### config.mk
export PLATFORM = sky130hd
export DESIGN_NAME = pipe_stage_reg
export DESIGN_NICKNAME = d
export VERILOG_FILES = /design/src/rtl/pipe_stage_reg.sv
export SDC_FILE = /design/constraint.sdc
export NUM_CORES = 1
export LEC_CHECK = 0
export BUFFER_PORTS_ARGS = -buffer_cell sky130_fd_sc_hd__buf_4
export CAP_MARGIN = 10
export CORE_ASPECT_RATIO = 0.9
export CORE_MARGIN = 5
export CORE_UTILIZATION = 46
export CTS_CLUSTER_SIZE = 20
export DETAILED_ROUTE_END_ITERATION = 10
export PLACE_DENSITY = 0.7
export SLEW_MARGIN = 20
export SYNTH_ARGS = -nofsm -noshare
export SYNTH_HDL_FRONTEND = slang
export SYNTH_SLANG_ARGS = --single-unit
### constraint.sdc
create_clock -name clk -period 2.4 [get_ports clk]
set_input_delay 0.12 -clock clk [delete_from_list [all_inputs] [get_ports clk]]
set_output_delay 0.12 -clock clk [all_outputs]
set_load 0.02 [all_outputs]
### src/rtl/pipe_stage_reg.sv
// Elastic pipeline-stage register: valid/ready handshake, two-entry skid buffer,
// flush-to-bubble, sticky destination tag and saturating stall counter.
module pipe_stage_reg #(
    parameter int unsigned CTRL_W = 16,
    parameter int unsigned DATA_W = 64,
    parameter int unsigned DEST_W = 4,
    parameter int unsigned CNT_W  = 16
) (
    input  logic              clk,
    input  logic              rst_n,
    input  logic              in_valid,
    output logic              in_ready,
    input  logic [CTRL_W-1:0] in_ctrl,
    input  logic [DATA_W-1:0] in_data,
    input  logic [DEST_W-1:0] in_dest,
    input  logic              in_dest_en,
    input  logic              flush,
    output logic              out_valid,
    input  logic              out_ready,
    output logic [CTRL_W-1:0] out_ctrl,
    output logic [DATA_W-1:0] out_data,
    output logic [DEST_W-1:0] out_dest,
    output logic [CNT_W-1:0]  stall_cnt,
    input  logic              stall_clr
);

    typedef enum logic [1:0] {StEmpty, StOne, StTwo} state_e;

    state_e              r_state;
    state_e              w_state_d;
    logic [CTRL_W-1:0]   r_main_ctrl;
    logic [DATA_W-1:0]   r_main_data;
    logic [DEST_W-1:0]   r_main_dest;
    logic [CTRL_W-1:0]   r_skid_ctrl;
    logic [DATA_W-1:0]   r_skid_data;
    logic [DEST_W-1:0]   r_skid_dest;
    logic [DEST_W-1:0]   r_last_dest;
    logic [CNT_W-1:0]    r_stall_cnt;

    logic                w_accept;
    logic                w_drain;
    logic [DEST_W-1:0]   w_tag;
    logic                w_load_main;
    logic                w_load_skid;
    logic                w_skid_to_main;

    assign in_ready  = (r_state != StTwo);
    assign out_valid = (r_state != StEmpty);
    assign w_accept  = in_valid & in_ready;
    assign w_drain   = out_valid & out_ready;
    assign w_tag     = in_dest_en ? in_dest : r_last_dest;

    assign out_ctrl  = out_valid ? r_main_ctrl : '0;
    assign out_data  = r_main_data;
    assign out_dest  = r_main_dest;
    assign stall_cnt = r_stall_cnt;

    always_comb begin
        w_state_d      = r_state;
        w_load_main    = 1'b0;
        w_load_skid    = 1'b0;
        w_skid_to_main = 1'b0;
        if (flush) begin
            // A concurrent drain already completed downstream; everything else is dropped.
            w_state_d = StEmpty;
        end else begin
            case (r_state)
                StEmpty: begin
                    if (w_accept) begin
                        w_state_d   = StOne;
                        w_load_main = 1'b1;
                    end
                end
                StOne: begin
                    if (w_accept && !w_drain) begin
                        w_state_d   = StTwo;
                        w_load_skid = 1'b1;
                    end else if (w_drain && !w_accept) begin
                        w_state_d = StEmpty;
                    end else if (w_drain && w_accept) begin
                        w_load_main = 1'b1;
                    end
                end
                StTwo: begin
                    if (w_drain) begin
                        w_state_d      = StOne;
                        w_skid_to_main = 1'b1;
                    end
                end
                default: w_state_d = StEmpty;
            endcase
        end
    end

    always_ff @(posedge clk or negedge rst_n) begin
        if (!rst_n) begin
            r_state     <= StEmpty;
            r_main_ctrl <= '0;
            r_main_data <= '0;
            r_main_dest <= '0;
            r_skid_ctrl <= '0;
            r_skid_data <= '0;
            r_skid_dest <= '0;
            r_last_dest <= '0;
            r_stall_cnt <= '0;
        end else begin
            r_state <= w_state_d;
            if (w_load_main) begin
                r_main_ctrl <= in_ctrl;
                r_main_data <= in_data;
                r_main_dest <= w_tag;
            end else if (w_skid_to_main) begin
                r_main_ctrl <= r_skid_ctrl;
                r_main_data <= r_skid_data;
                r_main_dest <= r_skid_dest;
            end
            if (w_load_skid) begin
                r_skid_ctrl <= in_ctrl;
                r_skid_data <= in_data;
                r_skid_dest <= w_tag;
            end
            // A flushed input is dropped, so its tag does not become sticky either.
            if (w_accept && in_dest_en && !flush) begin
                r_last_dest <= in_dest;
            end
            if (stall_clr) begin
                r_stall_cnt <= '0;
            end else if (out_valid && !out_ready && (r_stall_cnt != {CNT_W{1'b1}})) begin
                r_stall_cnt <= r_stall_cnt + 1'b1;
            end
        end
    end

endmodule

==> results.json <==
{
  "initial_core_util_pct": 47.1,
  "fin_util_pct": 64.9,
  "grt_max_degree": 105,
  "ys_async_sr_fraction_pct": 100,
  "crit_cells": 4,
  "placement.io_buffers": 192,
  "insertedDiodeCount": 0,
  "placement_rows": 46,
  "reg2reg_slack_ps": 310,
  "met2_length_um": 10100,
  "critical_path.max_fanout": 104,
  "rsz0062_at_grt": "false",
  "final_net_count": 1040,
  "grt_use_total_pct": 20.1,
  "wl_met1_um": 8770,
  "power.switching_w": 0.00297,
  "synth_warnings": 0,
  "clock-sinks": 190,
  "route.final.wire_length_um": 20400,
  "drc_errors": 0,
  "post_synth_num_cell_types": 38,
  "rr_worst_depth": 4,
  "hold_crit_path_type": "primary input to register",
  "vias_in_the_first_global_route": 6595,
  "cp_cell_sequence": "and4bb_2 -> a21oi_4 -> buf_4 -> o21ai_0",
  "cp_slowest_cell": "buf_4",
  "overall_via_count_from_detail_route": 6193,
  "worst_slew_pin_slew_ps": 932,
  "clk_path_buf_depth": 2,
  "pwr-share-clk_pct": 29.9,
  "post_synth_main_area_contributors": "dfrtp_1, mux2_2, mux2i_1",
  "core-area_um2": 17700,
  "drv.max_cap_violation_count": 0,
  "cp_slowest_stage_delay_ps": 680,
  "place_area_um2": 9960,
  "final_period_minus_worst_setup_slack_ps": 2090,
  "finalClockSkew_ps": 10.7,
  "postSynthAreaPerCell_um2": 12.2,
  "place_congestion": 0.774,
  "post-synth-top-area-fraction_pct": 57.2,
  "timing_max_transition_violations_final": 0,
  "commonest_cells_post_synth": "dfrtp_1, mux2_2, nand2_1, o21ai_0, mux2i_1",
  "antenna_violations_before_repair": 0,
  "root_buffer": "clkbuf_16",
  "worst_path_dominant_cell_family": "buffers and inverters",
  "cts_repair_resize_count": 0,
  "drtAntennaViolNets": 0,
  "hold_viol": 0,
  "cts-buffers-inserted": 17,
  "setup-violations-final": 0,
  "max_slew_headroom_pct": 37.9,
  "worst_setup_path_start_kind": "register",
  "synth-main-ff-cell": "dfrtp_1",
  "design_power_total_w": 0.0101,
  "globalRoute.totalOverflow": 0,
  "worstPathArrival_ps": 2340,
  "synth_enable_flop_cells": 0,
  "finish.instance_area_um2": 11500,
  "fmax_mhz": 479,
  "share_comb_of_total_power_pct": 25.6,
  "powerDensity_nw_per_um2": 881,
  "met3_wirelength_um": 1350,
  "vias_per_cell": 5.17,
  "regToRegStartpoint": "r_state[1]$_DFFE_PN0P_",
  "syn-cell-area_um2": 8310,
  "floorplan.die.height_um": 138,
  "seq_power_share_pct": 44.5,
  "multi_input_area_um2": 3350,
  "leakagePower_nw": 5.76,
  "dp.final_hpwl_um": 13100,
  "yosysMostFrequentCell": "dfrtp_1",
  "end_of_the_worst_register_to_register_path": "out_data[38]$_DFFE_PN0P_",
  "hold_buffers": 88,
  "worst-path-buf-inv": 1,
  "dr_iter_0_viols": 253,
  "synth_nets": 775,
  "total_of_flip_flops_plus_latches_after_synthesis": 190,
  "critical_path_class": "register to register",
  "area_delta_synth_final_pct": 38.0,
  "maxUsedRoutingLayer": "met4",
  "whs_path_depth": 3,
  "run_status": "complete, no violations",
  "netlist_instances": 683,
  "cts_setup_buffers": 0,
  "synth_seq_area_share_pct": 57.2,
  "num_io_pins": 193,
  "cts_htree_levels": 4,
  "finalCritPeriodShare_pct": 87.0,
  "drt-wirelength-per-cell_um": 17.0,
  "regArea_um2": 4750,
  "timing.critical_path.to_type": "register",
  "die_x_um": 152,
  "cp-startpoint": "r_state[1]$_DFFE_PN0P_",
  "cts_tree": "done",
  "drtPass1Iterations": 4,
  "cellInternalPower_w": 0.00713,
  "fin_setup_tns_ps": 0,
  "worst_setup_hold_path_clk_slew_ps": 70,
  "netSwitchingFraction_pct": 29.4,
  "vdd_drop_max_uv": 676,
  "endpoint": "out_data[38]$_DFFE_PN0P_",
  "hold_slack_ps": 143,
  "yosysTopAreaCell": "dfrtp_1",
  "required_ps": 2650,
  "design.die.area_um2": 20900,
  "worstSkewPairLatency_ps": 430,
  "layout.filler_cells": 1336,
  "global_route_wire_length_before_repair_um": 33300,
  "layout_cell_share_with_drive_strength_beyond_1_pct": 34.9
}
## worst min-delay path by stage
| stage | startpoint | to | slack, ps |
|---|---|---|---|
| global route | in_dest_en | r_skid_dest[0]$_DFFE_PN0P_ | 120 |
| floorplan | rst_n | out_data[0]$_DFFE_PN0P_ | -180 |
| CTS | in_dest_en | r_skid_dest[0]$_DFFE_PN0P_ | 130 |
| global placement | rst_n | r_skid_ctrl[12]$_DFFE_PN0P_ | 110 |
| detailed placement | rst_n | r_main_ctrl[12]$_DFFE_PN0P_ | 120 |
| finish | in_dest_en | r_skid_dest[0]$_DFFE_PN0P_ | 140 |
## layout make-up
cell class                      instances  share of cell area (%)
Sequential cell                       190                    41.4
Multi-Input combinational cell        446                    29.2
Tap cell                              240                    2.62
Inverter                                4                   0.131
Clock buffer                           19                    3.95
Timing Repair Buffer                  289                    21.1
Clock inverter                         11                    1.56
## flip-flops by register name, summed over array words and instances (netlist names)
register	count
stall_cnt	16
r_main_ctrl	16
out_dest	4
r_skid_ctrl	16
r_skid_dest	4
r_skid_data	64
out_data	64
r_state	2
r_last_dest	4
## logic make-up (layout without fill, tap and decap cells)
group | Yosys count | in the layout | synth area share [%]
mux | 179 | 179 | 22.9
compound gates | 118 | 118 | 7.71
buf+inv | 47 | 323 | 2.80
fa+ha+maj | 1 | 1 | 0.150
flops | 190 | 190 | 57.2
simple gates | 148 | 148 | 9.21
## power groups by stage
| stage | logic [W] | clock network [W] | registers [W] |
|---|---|---|---|
| after floorplan | 0.00107 | 0 | 0.00482 |
| after global placement | 0.00238 | 0 | 0.00448 |
| after detailed placement | 0.00249 | 0 | 0.00454 |
| after CTS | 0.00261 | 0.00309 | 0.00449 |
| after global routing | 0.00283 | 0.00322 | 0.00461 |
| final | 0.00258 | 0.00302 | 0.00450 |
## worst reg2reg max path, delay by kind of cell, from the launching register on
family | cells | cell delay, ps
AOI/OAI and AO/OA | 2 | 490
and+or+nand+nor | 1 | 280
buffers and inverters | 1 | 680
DFF | 1 | 460
## layout by cell type (no fill, tap or decap), types with 2 or more instances in the layout
| cell | n |
|---|---|
| or3_1 | 5 |
| nor2b_1 | 18 |
| nand2_4 | 2 |
| bufinv_16 | 4 |
| o21ai_0 | 89 |
| and4_1 | 2 |
| or4_1 | 8 |
| clkbuf_16 | 17 |
| dlygate4sd3_1 | 88 |
| mux2i_1 | 86 |
| o31ai_1 | 8 |
| nand4_2 | 2 |
| nor2_1 | 3 |
| nand3_1 | 3 |
| clkbuf_8 | 3 |
| buf_4 | 198 |
| a21oi_1 | 13 |
| inv_6 | 3 |
| nand2b_1 | 2 |
| mux2_2 | 93 |
| o41ai_1 | 2 |
| inv_1 | 4 |
| nand2_1 | 89 |
| nor3_1 | 2 |
| dfrtp_1 | 190 |
| buf_12 | 2 |
| nand4_1 | 3 |
## layer usage
layer	track usage (%)	up-vias
met1	26.2	3062
met2	33.2	175
li1	-	2939
met4	4.59	0
met5	0	-
met3	6.22	17
## through the flow
step | worst slack (ps) | instances
after floorplan | 496 | 683
after global placement | 481 | 1081
after detailed placement | 368 | 1081
after CTS | 299 | 1199
after global routing | 139 | 1199
final | 312 | 1199
(Power assumes the default switching activity.)
